$ cat src/rtl/uart_cmd_parser.sv
// uart_cmd_parser
//   Takes the UART receiver's byte stream and assembles host command frames
//   of the form SOF, CMD, LEN, payload[LEN], checksum. The checksum is the
//   8-bit wrap-around sum of CMD, LEN and the payload bytes. Each good frame
//   is presented as one parallel command word with a valid/ready handshake.
//
//   Optional build macro: UART_CMD_TIMEOUT_EN
//     When defined, a frame in progress is aborted with o_Frame_Err if no byte
//     arrives for TIMEOUT_CLKS cycles. Without it, a stalled frame waits
//     indefinitely.
//
// Ports
//   i_Clock      system clock
//   i_Reset      synchronous reset, active-high
//   i_Rx_DV      one-cycle strobe, i_Rx_Byte valid
//   i_Rx_Byte    received byte
//   o_Cmd_Valid  command available (held until i_Cmd_Ready)
//   i_Cmd_Ready  consumer accepts command
//   o_Cmd        command opcode
//   o_Len        payload length
//   o_Payload    payload, byte k at [8k+7:8k], unused bytes zero
//   o_Frame_Err  one-cycle pulse: frame aborted (bad length/checksum/timeout)
//   o_Overrun    one-cycle pulse: byte dropped while a command is held
module uart_cmd_parser #(
  parameter int unsigned  MAX_LEN      = 4,
  parameter logic [7:0]   SOF_BYTE     = 8'hAA,
  parameter logic [15:0]  TIMEOUT_CLKS = 16'd50000
) (
  input  logic                   i_Clock,
  input  logic                   i_Reset,
  input  logic                   i_Rx_DV,
  input  logic [7:0]             i_Rx_Byte,
  output logic                   o_Cmd_Valid,
  input  logic                   i_Cmd_Ready,
  output logic [7:0]             o_Cmd,
  output logic [7:0]             o_Len,
  output logic [8*MAX_LEN-1:0]   o_Payload,
  output logic                   o_Frame_Err,
  output logic                   o_Overrun
);

  // Byte index must reach MAX_LEN-1 for MAX_LEN up to 16.
  localparam int unsigned IDX_W     = 5;
  localparam logic [7:0]  MAX_LEN_B = 8'(MAX_LEN);

  // Elaboration-time sanity checks on the configuration.
  if (MAX_LEN < 1 || MAX_LEN > 16) begin : g_bad_max_len
    $error("uart_cmd_parser: MAX_LEN must be in 1..16");
  end
  if (TIMEOUT_CLKS == 16'd0) begin : g_bad_timeout
    $error("uart_cmd_parser: TIMEOUT_CLKS must be non-zero");
  end

  typedef enum logic [2:0] {
    ST_IDLE,
    ST_CMD,
    ST_LEN,
    ST_PAYLOAD,
    ST_CHECK,
    ST_HOLD
  } state_t;

  state_t               state;
  logic [7:0]           sum;
  logic [IDX_W-1:0]     idx;
  // Frame under assembly; copied to the outputs only once the checksum
  // matches, so a held or previously accepted command is never disturbed
  // by a frame that later fails.
  logic [7:0]           cmd_q;
  logic [7:0]           len_q;
  logic [8*MAX_LEN-1:0] pay_q;

`ifdef UART_CMD_TIMEOUT_EN
  logic [15:0] tmo_cnt;
  logic        in_frame;
  logic        timeout_hit;

  always_comb begin
    in_frame    = (state == ST_CMD) || (state == ST_LEN) ||
                  (state == ST_PAYLOAD) || (state == ST_CHECK);
    // Fires on the edge where the count reaches TIMEOUT_CLKS; a byte on
    // that same edge wins and the frame carries on.
    timeout_hit = in_frame && !i_Rx_DV && (tmo_cnt == TIMEOUT_CLKS - 16'd1);
  end

  always_ff @(posedge i_Clock) begin
    if (i_Reset || i_Rx_DV || !in_frame) begin
      tmo_cnt <= '0;
    end else begin
      tmo_cnt <= tmo_cnt + 16'd1;
    end
  end
`endif

  always_ff @(posedge i_Clock) begin
    if (i_Reset) begin
      state       <= ST_IDLE;
      sum         <= '0;
      idx         <= '0;
      cmd_q       <= '0;
      len_q       <= '0;
      pay_q       <= '0;
      o_Cmd_Valid <= 1'b0;
      o_Cmd       <= '0;
      o_Len       <= '0;
      o_Payload   <= '0;
      o_Frame_Err <= 1'b0;
      o_Overrun   <= 1'b0;
    end else begin
      o_Frame_Err <= 1'b0;
      o_Overrun   <= 1'b0;

      case (state)
        ST_IDLE: begin
          if (i_Rx_DV && i_Rx_Byte == SOF_BYTE) begin
            state <= ST_CMD;
          end
        end

        ST_CMD: begin
          if (i_Rx_DV) begin
            cmd_q <= i_Rx_Byte;
            sum   <= i_Rx_Byte;
            state <= ST_LEN;
          end
        end

        ST_LEN: begin
          if (i_Rx_DV) begin
            if (i_Rx_Byte > MAX_LEN_B) begin
              o_Frame_Err <= 1'b1;
              state       <= ST_IDLE;
            end else begin
              len_q <= i_Rx_Byte;
              sum   <= sum + i_Rx_Byte;
              idx   <= '0;
              pay_q <= '0;
              state <= (i_Rx_Byte == 8'd0) ? ST_CHECK : ST_PAYLOAD;
            end
          end
        end

        ST_PAYLOAD: begin
          if (i_Rx_DV) begin
            for (int unsigned k = 0; k < MAX_LEN; k++) begin
              if (idx == IDX_W'(k)) begin
                pay_q[8*k +: 8] <= i_Rx_Byte;
              end
            end
            sum <= sum + i_Rx_Byte;
            idx <= idx + 1'b1;
            if (({3'b000, idx} + 8'd1) == len_q) begin
              state <= ST_CHECK;
            end
          end
        end

        ST_CHECK: begin
          if (i_Rx_DV) begin
            if (i_Rx_Byte == sum) begin
              o_Cmd_Valid <= 1'b1;
              o_Cmd       <= cmd_q;
              o_Len       <= len_q;
              o_Payload   <= pay_q;
              state       <= ST_HOLD;
            end else begin
              o_Frame_Err <= 1'b1;
              state       <= ST_IDLE;
            end
          end
        end

        ST_HOLD: begin
          // Bytes here are lost, including on the handshake cycle itself.
          if (i_Rx_DV) begin
            o_Overrun <= 1'b1;
          end
          if (i_Cmd_Ready) begin
            o_Cmd_Valid <= 1'b0;
            state       <= ST_IDLE;
          end
        end

        default: state <= ST_IDLE;
      endcase

`ifdef UART_CMD_TIMEOUT_EN
      if (timeout_hit) begin
        o_Frame_Err <= 1'b1;
        state       <= ST_IDLE;
      end
`endif
    end
  end

endmodule
$ cat config.mk
export PLATFORM = sky130hd
export DESIGN_NAME = uart_cmd_parser
export DESIGN_NICKNAME = d
export VERILOG_FILES = /design/src/rtl/uart_cmd_parser.sv
export SDC_FILE = /design/constraint.sdc
export NUM_CORES = 1
export LEC_CHECK = 0
export CAP_MARGIN = 25
export CORE_MARGIN = 5
export CORE_UTILIZATION = 40
export CTS_BUF_LIST = sky130_fd_sc_hd__clkbuf_4
export DETAILED_ROUTE_END_ITERATION = 10
export GPL_ROUTABILITY_DRIVEN = 0
export GPL_TIMING_DRIVEN = 0
export REMOVE_ABC_BUFFERS = 1
export SYNTH_ARGS = -nofsm -noshare
export SYNTH_HDL_FRONTEND = slang
export SYNTH_SLANG_ARGS = --single-unit
$ cat constraint.sdc
create_clock -name i_Clock -period 2.4 [get_ports i_Clock]
set_input_delay 0.6 -clock i_Clock [delete_from_list [all_inputs] [get_ports i_Clock]]
set_output_delay 0.6 -clock i_Clock [all_outputs]
set_load 0.01 [all_outputs]
==> results.txt <==
- Area of the die: roughly 15000 µm²
- Data arrival, critical path: 2810 ps
* Floorplan die width: 122 µm
- Largest fanout on the critical path: 16
- Count of unresolved DRC violations after routing: 0
- Worst flop-to-flop path startpoint: sum[6]
- Sorting the synthesized cells by area gives the leading types as sky130_fd_sc_hd__dfxtp_1, sky130_fd_sc_hd__mux2i_1, sky130_fd_sc_hd__nand2_1, sky130_fd_sc_hd__a21oi_1, sky130_fd_sc_hd__nor2_1.
- The number of hold violations in the final report is 0.
- The finished cells cover 6310 µm².
- The worst path meets setup with 37.5 ps of slack.
- The synthesized design contains between 100 and 150 register bits.
- VDD IR max: ~0.00031 V
* Reg clk slew, reported paths: roughly 110 ps
* Buffer cell driving the clock tree root: sky130_fd_sc_hd__clkbuf_4
- The worst pin sits at a relative slew slack of 0.379.
- Summing internal, switching and leakage power gives about 0.0038 W.
- For this design the ratio of total power to cell area is about 600 nW/µm².
- The initial antenna violation count was 0.
* Clock latency at the later pin of the worst-skew pair: ~520 ps
* Transition time at the pin with the least slew margin: 928 ps
* Path class of the lowest-slack min-delay path: in2reg
* Post-synthesis async set-or-reset flop share: 0
* Post-layout instance count excluding filler cells: between 800 and 900
- Number of enable-type register cells in the synthesized netlist: 0
- Sink count of the clock tree: approximately 120
* First-pass GRT wire length: slightly below 20000 µm
* Worst-case hold slack: approximately 450 ps
* Post-detailed-route wirelength per cell: about 15 µm
* Synthesis warning total: 0
- Relative to the synthesized area, the layout overhead comes to 25.7%.
- Most area-hungry cell type in the Yosys netlist: sky130_fd_sc_hd__dfxtp_1
- The run finished with clean final reports.
* Maximum frequency from static timing analysis: 423 MHz
- Final setup violating endpoints: 0
- After detailed routing, the number of vias per cell comes to slightly above 5.
* Share of post-route cells with drive strength above 1: 0.146
- The worst hold path was traced through 3 stages.
* Type of element capturing the critical path: flip-flop
- The pre-antenna-repair detailed-routing pass consisted of 5 iterations.
* Most common library cells after synthesis: sky130_fd_sc_hd__dfxtp_1, sky130_fd_sc_hd__nand2_1, sky130_fd_sc_hd__nor2_1, sky130_fd_sc_hd__a21oi_1, sky130_fd_sc_hd__mux2i_1
* R2R depth: 8
- I/O pins: between 60 and 70
- Data required time of the worst path: around 2900 ps
- The setup check on the worst reg-to-reg path leaves a slack of approximately 120 ps.
* Placement-stage cell area: between 5000 and 6000 µm²
- CTS H-tree depth: 4
* Share of the clock period used by the worst path: 0.984
* Cts bufs inserted: 17
- Max-cap check violation count: 0
* Fill cell total of the finished layout: about 1200
- Worst slack after detailed placement: -1460 ps
- Most repeated cell in the gate-level netlist after synthesis: sky130_fd_sc_hd__dfxtp_1
- After synthesis, the netlist uses 55 different library cells.
- The via count of the first global-routing pass was 4102.
- Global-route congestion overflow total: 0
- Initial core utilization: 0.403
- Final count of pins violating max slew: 0
- Hold path startpoint: i_Rx_Byte[3]
- The count of nets left with antenna violations once routing finished came out at 0.
* Std-Cell Core Area: between 10000 and 15000 µm²
* Largest buffer count on any clock path: 2
- Synthesis handed over a netlist of ~580 instances.
- Clock skew on the completed layout was measured at between 20 and 25 ps.
- Cells after DPL: between 700 and 800
- Input and output buffers added on the ports amount to between 60 and 70.
- The cell area that synthesis handed to floorplanning was roughly 5000 µm².
- The worst path needs 2360 ps of the cycle, external delays included.
- Among all flip-flop cells after synthesis, the most frequent one is sky130_fd_sc_hd__dfxtp_1.
* Antenna cells: 0
- Type of the worst setup path: in2reg
- Total wire length: 12100 µm
- Buffers inserted to repair hold after CTS numbered 0.
- In this run the critical register-to-register path is captured at o_Payload[29].
- Of the post-synthesis cell area, the dominant cell type holds 0.459.
- GRT Resource Usage Total: 0.165
- After floorplanning, the core was divided into 41 placement rows.
* Placed wire-length estimate after detailed placement: slightly above 8000 µm
* Vias after detailed routing: 4160
- For this block, the initial DRC count from the detailed router was between 200 and 250.
* Leakage Power: roughly 2.2 nW
- Endpoint of the worst hold-timing path: sum[3]
- Nets: approximately 660
- Entering global routing, the biggest net connects 79 pins.
- TritonCTS built the clock tree.
- Die outline height: between 100 and 150 µm
- Dividing the synthesized area by the synthesized cell count gives slightly below 9 µm².
* Worst setup SP type: input port
- Of the synthesized area, sequential elements account for 0.459.
-- cells in the final DEF (no fill, tap or decap), drive strengths merged, types with 2 or more instances in the layout --
| master | Yosys | layout |
|---|---|---|
| and3 | 12 | 12 |
| nor2b | 4 | 4 |
| clkdlybuf4s50 | 0 | 54 |
| bufinv | 0 | 4 |
| a31oi | 2 | 2 |
| a21boi | 2 | 2 |
| or3 | 3 | 3 |
| dfxtp | 115 | 115 |
| a311oi | 6 | 6 |
| o21ai | 9 | 9 |
| and4 | 2 | 2 |
| ha | 11 | 11 |
| clkinvlp | 0 | 4 |
| nor3 | 9 | 9 |
| xor2 | 4 | 4 |
| nor2 | 64 | 64 |
| and2 | 3 | 3 |
| o21a | 2 | 2 |
| nand3 | 6 | 6 |
| a21o | 5 | 5 |
| nand4b | 2 | 2 |
| nand2 | 119 | 119 |
| xnor2 | 7 | 7 |
| a41oi | 2 | 2 |
| nand2b | 5 | 5 |
| mux2i | 46 | 46 |
| buf | 10 | 16 |
| nor4 | 4 | 4 |
| clkdlybuf4s15 | 0 | 3 |
| clkinv | 0 | 4 |
| nand4 | 6 | 6 |
| inv | 9 | 11 |
| a31o | 2 | 2 |
| clkbuf | 25 | 23 |
| a21oi | 64 | 64 |
-- kinds of logic after synthesis --
group / after synthesis / synth area share
compound gates: 101 / 0.136
flops: 115 / 0.459
xor+xnor: 11 / 0.0192
fa+ha+maj: 12 / 0.0314
buf+inv: 44 / 0.0396
simple gates: 246 / 0.224
mux: 46 / 0.0917
-- power by group --
part	total, W	switching, W	leakage (nW)	internal (W)
logic	0.000240	0.000153	1.09	0.0000870
clock network	0.00160	0.000767	0.158	0.000832
registers	0.00194	0.0000227	0.926	0.00192
-- area by class of cell --
| cell class | instances | area (µm²) | area share |
|---|---|---|---|
| well taps | 172 | 215 | 0.0341 |
| multi-input cells | 416 | 2620 | 0.415 |
| inverters | 9 | 33.8 | 0.00535 |
| flip-flops and latches | 115 | 2300 | 0.365 |
| clock inverters | 14 | 184 | 0.0291 |
| repair buffers | 78 | 825 | 0.131 |
| clock buffers | 18 | 135 | 0.0214 |
-- sequential cells by signal (all words and copies together), names as in the netlist --
register	count
o_Payload	32
pay_q	32
cmd_q	8
len_q	8
o_Cmd	8
o_Len	8
sum	8
idx	5
state	3
o_Cmd_Valid	1
o_Frame_Err	1
o_Overrun	1
-- worst max-delay path, cell delays in order --
cell and delay [ps]:
sky130_fd_sc_hd__clkdlybuf4s15_2 290, sky130_fd_sc_hd__ha_2 350, sky130_fd_sc_hd__or4b_4 540, sky130_fd_sc_hd__nor4_4 210
sky130_fd_sc_hd__buf_4 180, sky130_fd_sc_hd__and2_4 220, sky130_fd_sc_hd__buf_12 170, sky130_fd_sc_hd__nand2_1 80
sky130_fd_sc_hd__a21oi_1 170
-- repair_timing --
item                       CTS  global route
cloned                       0             1
pin swaps                    1             0
gates resized for setup     21            16
setup endpoints to repair   89            86
setup buffers                3             7
-- routing by layer --
layer	global-route usage	vias up	part of all wire
met5	0	-	0
met4	0.0574	0	0.013
met3	0.0487	17	0.044
met2	0.277	90	0.48
met1	0.203	1966	0.46
li1	-	2087	-
-- worst max-delay path by stage --
stage,startpoint,endpoint,slack [ps],cells past startpoint
after global placement,i_Reset,o_Overrun,-3000,3
after floorplan,i_Rx_Byte[3],o_Cmd_Valid,-960,6
after CTS,i_Rx_Byte[1],o_Payload[29],10,9
final,i_Rx_Byte[6],o_Payload[29],40,9
after global routing,state[1],pay_q[19],-20,7
after detailed placement,i_Rx_Byte[5],o_Payload[29],-1460,8
-- metrics by stage --
step,TNS [ps],utilization
2_1_floorplan,-41230,-
3_3_place_gp,-251880,0.457
3_5_place_dp,-101860,0.464
4_1_cts,0,0.496
5_1_grt,-67.5,0.506
6_report,0,0.506
No activity file was read; power rests on OpenSTA's default activity.
